--- src/rtl/y_operand_sel.sv ---
// Registered Y-operand selector with a req/ack fetch path for the I/O bus source.
// Define YSEL_TIMEOUT_EN to build the bus wait counter and timeout_err.
module y_operand_sel #(
  parameter int WIDTH   = 16,
  parameter int NSRC    = 8,
  parameter int SELW    = 3,
  parameter int BUS_SRC = 4,
  parameter int TIMEOUT = 15
) (
  input  logic                    clk,
  input  logic                    reset_n,
  input  logic [NSRC*WIDTH-1:0]   src_flat,
  input  logic [SELW-1:0]         sel,
  input  logic                    req,
  output logic                    bus_req,
  input  logic                    bus_ack,
  output logic [WIDTH-1:0]        y_out,
  output logic                    y_valid,
  output logic                    busy,
  output logic                    timeout_err
);

  typedef enum logic {
    S_IDLE,
    S_BUSWAIT
  } state_t;

  state_t           r_state;
  logic [WIDTH-1:0] r_y;
  logic             r_valid;
  logic             r_terr;

  logic [WIDTH-1:0] w_sel_data;
  logic [WIDTH-1:0] w_bus_data;
  logic             w_in_range;
  logic             w_is_bus;
  logic             w_expire;

  always_comb begin
    w_sel_data = '0;
    for (int i = 0; i < NSRC; i++) begin
      if (sel == SELW'(i)) w_sel_data = src_flat[i*WIDTH +: WIDTH];
    end
  end

  assign w_bus_data = src_flat[BUS_SRC*WIDTH +: WIDTH];
  assign w_in_range = {1'b0, sel} < (SELW+1)'(NSRC);
  assign w_is_bus   = sel == SELW'(BUS_SRC);

`ifdef YSEL_TIMEOUT_EN
  localparam int CW = $clog2(TIMEOUT) + 1;
  logic [CW-1:0] r_cnt;

  assign w_expire = (r_state == S_BUSWAIT) &&
                    (r_cnt == CW'(TIMEOUT - 1));
`else
  logic w_unused_timeout;

  assign w_unused_timeout = (TIMEOUT != 0);
  assign w_expire = 1'b0;
`endif

  always_ff @(posedge clk) begin
    if (!reset_n) begin
      r_state <= S_IDLE;
      r_y     <= '0;
      r_valid <= 1'b0;
      r_terr  <= 1'b0;
`ifdef YSEL_TIMEOUT_EN
      r_cnt   <= '0;
`endif
    end else begin
      r_valid <= 1'b0;
      r_terr  <= 1'b0;
`ifdef YSEL_TIMEOUT_EN
      r_cnt   <= (r_state == S_BUSWAIT) ? r_cnt + 1'b1 : '0;
`endif
      unique case (r_state)
        S_IDLE: begin
          if (req) begin
            if (!w_in_range) begin
              r_y     <= '0;
              r_valid <= 1'b1;
            end else if (w_is_bus) begin
              r_state <= S_BUSWAIT;
            end else begin
              r_y     <= w_sel_data;
              r_valid <= 1'b1;
            end
          end
        end
        S_BUSWAIT: begin
          // ack beats an expiry landing on the same edge
          if (bus_ack) begin
            r_y     <= w_bus_data;
            r_valid <= 1'b1;
            r_state <= S_IDLE;
          end else if (w_expire) begin
            r_y     <= '1;
            r_valid <= 1'b1;
            r_terr  <= 1'b1;
            r_state <= S_IDLE;
          end
        end
        default: r_state <= S_IDLE;
      endcase
    end
  end

  assign bus_req     = (r_state == S_BUSWAIT);
  assign busy        = (r_state == S_BUSWAIT);
  assign y_out       = r_y;
  assign y_valid     = r_valid;
  assign timeout_err = r_terr;

endmodule
--- config.mk ---
export PLATFORM = sky130hd
export DESIGN_NAME = y_operand_sel
export DESIGN_NICKNAME = d
export VERILOG_FILES = /design/src/rtl/y_operand_sel.sv
export SDC_FILE = /design/constraint.sdc
export NUM_CORES = 1
export LEC_CHECK = 0
export ABC_CLOCK_PERIOD_IN_PS = 2200
export CAP_MARGIN = 20
export CORE_MARGIN = 2
export CORE_UTILIZATION = 35
export CTS_CLUSTER_DIAMETER = 60
export DETAILED_ROUTE_END_ITERATION = 8
export GPL_TIMING_DRIVEN = 0
export PLACE_DENSITY = 0.86
export SYNTH_ARGS = -nofsm -noshare
export SYNTH_HDL_FRONTEND = slang
export SYNTH_SLANG_ARGS = --single-unit
export TNS_END_PERCENT = 50
--- constraint.sdc ---
create_clock -name clk -period 2.2 [get_ports clk]
set_clock_uncertainty 0.05 [all_clocks]
set_input_delay 0.22 -clock clk [delete_from_list [all_inputs] [get_ports clk]]
set_output_delay 0.22 -clock clk [all_outputs]
set_load 0.03 [all_outputs]
==> results.md, run 1 <==
* Status: finished, final reports clean
* Fmax at 540 MHz
* Clock Sinks at 18
* Global Route Usage Sum at roughly 25%
* Post-synthesis cell area at 1870 sq um
* Synth Flop Type: dfxtp_1
* Initial Util at a little over a third
* Cell family with most CP delay: buffers and inverters
* Sw Pwr at roughly 390 uW
* Hold endpoint: y_out[2]
* Routed length per instance at between 15 and 20 um
* Internal cell power at roughly 830 uW
* Post-Route WL at 7.68 mm
* First-pass GRT wire length at 12.0 mm
* RR Endpoint: y_out[11]
* Die footprint at around 6000 sq um
* Most frequent cells after synthesis: 32 x mux2i_1, 19 x nand2_1, 18 x dfxtp_1
* Arrival @ worst endpoint at a little under 2 ns
* Syn nets at roughly 350
* Clk pin slew, worst setup/hold paths at 0.06 ns
* CP max-delay cell: clkdlybuf4s50_1
* Number of DRC markers in iteration 0 at between 80 and 90
* Largest stage delay, worst path at between 0.6 and 0.7 ns
* Largest net degree at the start of global routing at 11
* Setup bufs post-CTS at 0
* Sw frac at between 30% and 40%
* Dpl cells at around 440
* Hold_buf cts at 0
* Crit share post-route at a little over four fifths
* Crit path capture type: flop
* Antenna cells at 0
* Number of synthesized flops with an enable pin at 0
* Unrepaired setup endpoints after global routing: no
* # setup viols final at 0
* Peak supply drop at 0.000377 V
* CTS tree: built
* Hold Path Depth at 3
* Number of antenna violations at the first check in global routing at 0
* Asr flop ratio synth at 0%
* Worst reg2reg path depth at 4
* Slew Viols, Final at 0
* Seq pwr share at 29.9%
* Non-filler cells, final at 442
* Startpoint Class: primary input
* HP Start: reset_n
* Min Tclk post-route at approximately 1.9 ns
* Share of cells above drive strength 1 at 12.4%
* Syn_area_per_cell at around 8.6 sq um
* GR Overflow Total at 0
* Count leader, synth: mux2i_1
* Vias in the first global route at 2330
* Vias at about 2300
* Buf/Inv on CP at 3
* Worst Tran Pin Value at around 0.7 ns
* Root buf cell: clkbuf_8
* #FFs+latches synth at 18
* Area contributors post-synth: dfxtp_1 19%, mux2i_1 17%, o221ai_2 8.0%
* Leading area contributor after synthesis: dfxtp_1
* Worst-path cell chain: clkdlybuf4s50_1 > buf_4 > clkbuf_1 > o21ai_0 > a21oi_2 > o221ai_2
* Power per cell area at around 350 nW/um^2
* Synth top area share at 19.2%
* Final Hold Vio Count at 0
* Syn Inst Count at between 200 and 250
* IO buf count at 150
* 1st-pass router iterations at 4
* Pleak at around 1.3 nW
* Clk pwr share at a little under a fifth
* Rel. slew slack at between 50% and 60%
* GPL Wtd Cong at 0.810
* Comb pwr share at around half
* Drt drc at 0
* Post-route ant nets at 0
* H-tree Lvls at 1
* Reg2reg setup slack at between 0.6 and 0.7 ns
* Synth cell types at 29
* Die Wd at just under 80 um
* Layout filler cell count at 470
* Syn. warnings at 0
* Critical path fanouts, max at 10
* Reg2Reg Launch Point: bus_req
* Cells resized by post-CTS repair at 0
* Hold Crit Class: primary input to flop
* Rows at 26
* Clk Latency, worst-skew pair at approximately 0.25 ns
* # IOs at about 160
* Post-synthesis sequential area ratio at between 10% and 20%
* Hpwl dp at approximately 6.4 mm
* Die span in y at roughly 77 um
* # nets final at 509
* P&R area growth vs syn at 87.0%
* Kind of critical path: primary input to flop
* Core area at 5140 sq um
* Setup Total Neg Slack at 0 ns
* Req. time, crit path at between 2 and 2.5 ns
* Via density at approximately 5.3
* CTS Buf Count at 3
* CTS Buffer Depth at 2
* Max cap viols at 0
## sequential cells by signal, summed over array words and instances, names as in the netlist
name	cells
bus_req	1
y_valid	1
y_out	16
## power groups by stage
stage	clock, mW	sequential [mW]	combinational [mW]
6_report	0.227	0.364	0.628
5_1_grt	0.250	0.367	0.669
4_1_cts	0.229	0.364	0.629
3_5_place_dp	0	0.370	0.627
3_3_place_gp	0	0.371	0.615
2_1_floorplan	0	0.418	0.233
## area by class of cell
class,count,area [sq um],area share [%]
Inverter,1,8.76,0.250
Tap cell,70,87.6,2.50
Multi-Input combinational cell,172,1330,38.1
Buffer,28,171,4.89
Clock buffer,3,41.3,1.18
Timing Repair Buffer,150,1500,42.8
Sequential cell,18,360,10.3
## through the flow
| step | hold slack [ns] | cell area (sq um) | worst slack (ns) | utilization (%) | total power, mW |
|---|---|---|---|---|---|
| 6_report | 0.323 | 3500 | 0.350 | 68.2 | 1.22 |
| 4_1_cts | 0.321 | 3500 | 0.322 | 68.2 | 1.22 |
| 2_1_floorplan | 0.324 | 1870 | 0.695 | - | 0.651 |
| 3_5_place_dp | 0.421 | 3460 | 0.0720 | 67.4 | 0.998 |
| 5_1_grt | 0.327 | 3500 | 0.197 | 68.2 | 1.29 |
| 3_3_place_gp | 0.418 | 3460 | 0.140 | 67.4 | 0.985 |
## worst min-delay path, delay by kind of cell
kind / cells / cell delay [ns]
AND/OR/NAND/NOR: 1 / 0.08
AO/OA/AOI/OAI: 1 / 0.10
buffers and inverters: 1 / 0.16
## layer usage
metal / share of wire [%] / wire [um] / GRT usage, %
met1: 44 / 3410 / 32.4
met2: 49 / 3800 / 43.5
met3: 5.7 / 438 / 3.41
met4: 0.52 / 40 / 4.29
met5: 0 / 0 / 0
## placed cells by master (no fill, tap or decap), types with 2 or more instances in the layout
master,instances
buf_4,5
o221ai_2,10
buf_2,8
buf_6,5
nand2_1,19
a21oi_2,9
and2_1,2
clkdlybuf4s50_1,150
mux2i_1,32
nand3b_1,15
nand2b_1,2
a21oi_1,8
clkbuf_8,3
o21ai_1,14
o21ai_0,16
nand4_1,15
dfxtp_1,18
o221ai_1,5
clkbuf_1,10
a32oi_1,15
## logic make-up after synthesis
kind of cell           count (synthesis)  synth area share [%]
AO/OA/AOI/OAI                         80                  33.3
AND/OR/NAND/NOR                       58                  19.4
multiplexers                          33                  18.3
buffers and inverters                 29                  9.61
flip-flops                            18                  19.2
other                                  1                 0.200
## worst max path at each step
stage,to,startpoint,cells after the start,slack (ns)
2_1_floorplan,y_out[4],bus_req,4,0.70
3_3_place_gp,y_out[7],sel[1],6,0.14
3_5_place_dp,y_out[11],sel[1],6,0.07
4_1_cts,y_out[11],sel[1],6,0.32
5_1_grt,y_out[6],sel[1],6,0.20
6_report,y_out[11],sel[1],6,0.35
Note: power is estimated with default switching activity, not from simulation.
==> run 2, diff against run 1 <==
- ABC_CLOCK_PERIOD_IN_PS: 2200 -> 1600
- CORE_UTILIZATION: 35 -> 30
- PLACE_DENSITY: 0.86 -> 0.78
- clock period: 2.2 -> 1.6 ns (I/O delays scaled with it)
==> results.md, run 2 (synthesis gave the netlist of run 1 again) <==
* Vias in the first global route at between 2000 and 3000
* Req. time, crit path at 1.39 ns
* Routed length per instance at between 15 and 20 um
* Final hold slack at roughly 0.26 ns
* Die Wd at just over 80 um
* Clock Sinks at 18
* Hold_buf cts at 0
* Arrival @ worst endpoint at between 1 and 1.5 ns
* Clk pin slew, worst setup/hold paths at 0.06 ns
* Most frequent cells in the layout: 147 x clkdlybuf4s50_1, 31 x mux2i_1, 19 x nand2_1
* Initial Util at a little under a third
* Post-Route WL at a little under 8 mm
* GR Overflow Total at 0
* Number of antenna violations at the first check in global routing at 0
* Setup Total Neg Slack at 0 ns
* 1st-pass router iterations at 4
* Crit share post-route at ~95%
* Post-route ant nets at 0
* Global Route Usage Sum at about 22%
* Pleak at 1.31 nW
* Max cap viols at 0
* Worst-path cell chain: clkdlybuf4s50_1
* First-pass GRT wire length at about 13 mm
* Largest stage delay, worst path at 0.69 ns
* Cell family with most CP delay: buffers and inverters
* Die span in y at slightly above 80 um
* Crit path capture type: primary output
* Final Hold Vio Count at 0
* Hpwl dp at 6.43 mm
* Met3 wire len at just under 700 um
* Max Used Layer: met4
* Slew Viols, Final at 0
* P&R area growth vs syn at 90.5%
* Commonest non-fill, non-tap cell in the layout: clkdlybuf4s50_1
* Max reg flops at 16
* Antenna cells at 0
* Startpoint Class: flop
* CTS tree: built
* Buf/Inv on CP at 1
* IO buf count at 150
* Core area at around 6000 sq um
* Power per cell area at around 470 nW/um^2
* H-tree Lvls at 1
* Drt drc at 0
* # nets final at ~500
* CTS Buffer Depth at 2
* Critical path fanouts, max at 5
* Die footprint at ~6900 sq um
* Peak supply drop at 0.000654 V
* Clk Latency, worst-skew pair at around 0.25 ns
* # setup viols final at 0
* Root buf cell: clkbuf_8
* Largest net degree at the start of global routing at 11
* # IOs at 155
* Vias at around 2400
* Layout filler cell count at around 540
* CTS Buf Count at 3
* CP max-delay cell: clkdlybuf4s50_1
* Via density at about 5.3
* GPL Wtd Cong at around 0.86
* Unrepaired setup endpoints after global routing: no
* Final worst slack at 0.0761 ns
* Util after Layout at between 50% and 60%
* Wire length on met2 at approximately 3.6 mm
* Fmax at between 600 and 700 MHz
* Rows at 28
* Hold Crit Class: primary input to flop
* Number of DRC markers in iteration 0 at roughly 110
* Met1 WL at roughly 3.5 mm
* Post-place setup slack at -0.434 ns
* Min Tclk post-route at 1.52 ns
* Share of cells above drive strength 1 at about 15%
* Kind of critical path: flop to primary output
* Status: finished, final reports clean
[run 2: cell count changes in the layout (fill, tap and decap cells not counted), sizes merged]
cell,change
buf,+2
dlymetal6s2s,+1
dlygate4sd2,+2
clkdlybuf4s50,-3
[run 2: area by class of cell]
type	count	area (sq um)	area share [%]
Timing Repair Buffer	152	1520	42.6
Buffer	28	181	5.08
Tap cell	75	93.8	2.63
Inverter	1	8.76	0.245
Multi-Input combinational cell	172	1360	38.2
Sequential cell	18	360	10.1
Clock buffer	3	41.3	1.16
[run 2: worst reg2reg max path, stage by stage, from the launching register on]
cell and delay (ns):
dfxtp_1 0.34, nand2b_1 0.18, o21ai_4 0.32, buf_2 0.34, o221ai_2 0.13
[run 2: worst paths after layout]
path / start / end / slack, ns / depth (start not counted)
max reg2reg: bus_req / y_out[12] / 0.11 / 4
max: bus_req / bus_req / 0.08 / 1
min: reset_n / y_out[1] / 0.26 / 3
min reg2reg: y_out[13] / y_out[13] / 0.44 / 2
[run 2: per-layer routing]
metal / vias to the layer above / track usage [%]
met5: - / 0
met4: 0 / 6.56
met3: 14 / 6.96
met2: 114 / 35.8
met1: 1101 / 28.0
li1: 1169 / -
[run 2: where the power goes]
part	switching, mW	internal (mW)
clock network	0.142	0.167
registers	0.0183	0.482
logic	0.379	0.504
total	0.539	1.15
[run 2: per-stage QoR]
stage / std cells / total power [mW] / instance area (sq um)
after global routing: 449 / 1.78 / 3570
after CTS: 449 / 1.69 / 3550
after detailed placement: 444 / 1.38 / 3470
after floorplan: 219 / 0.896 / 1870
after global placement: 444 / 1.36 / 3470
final: 449 / 1.69 / 3570
[run 2: what timing repair did]
item                                    4_1_cts  5_1_grt
gates resized for setup                       8        9
buffers inserted                              2        0
pin swaps                                     2        1
endpoints found under the setup margin       13       13
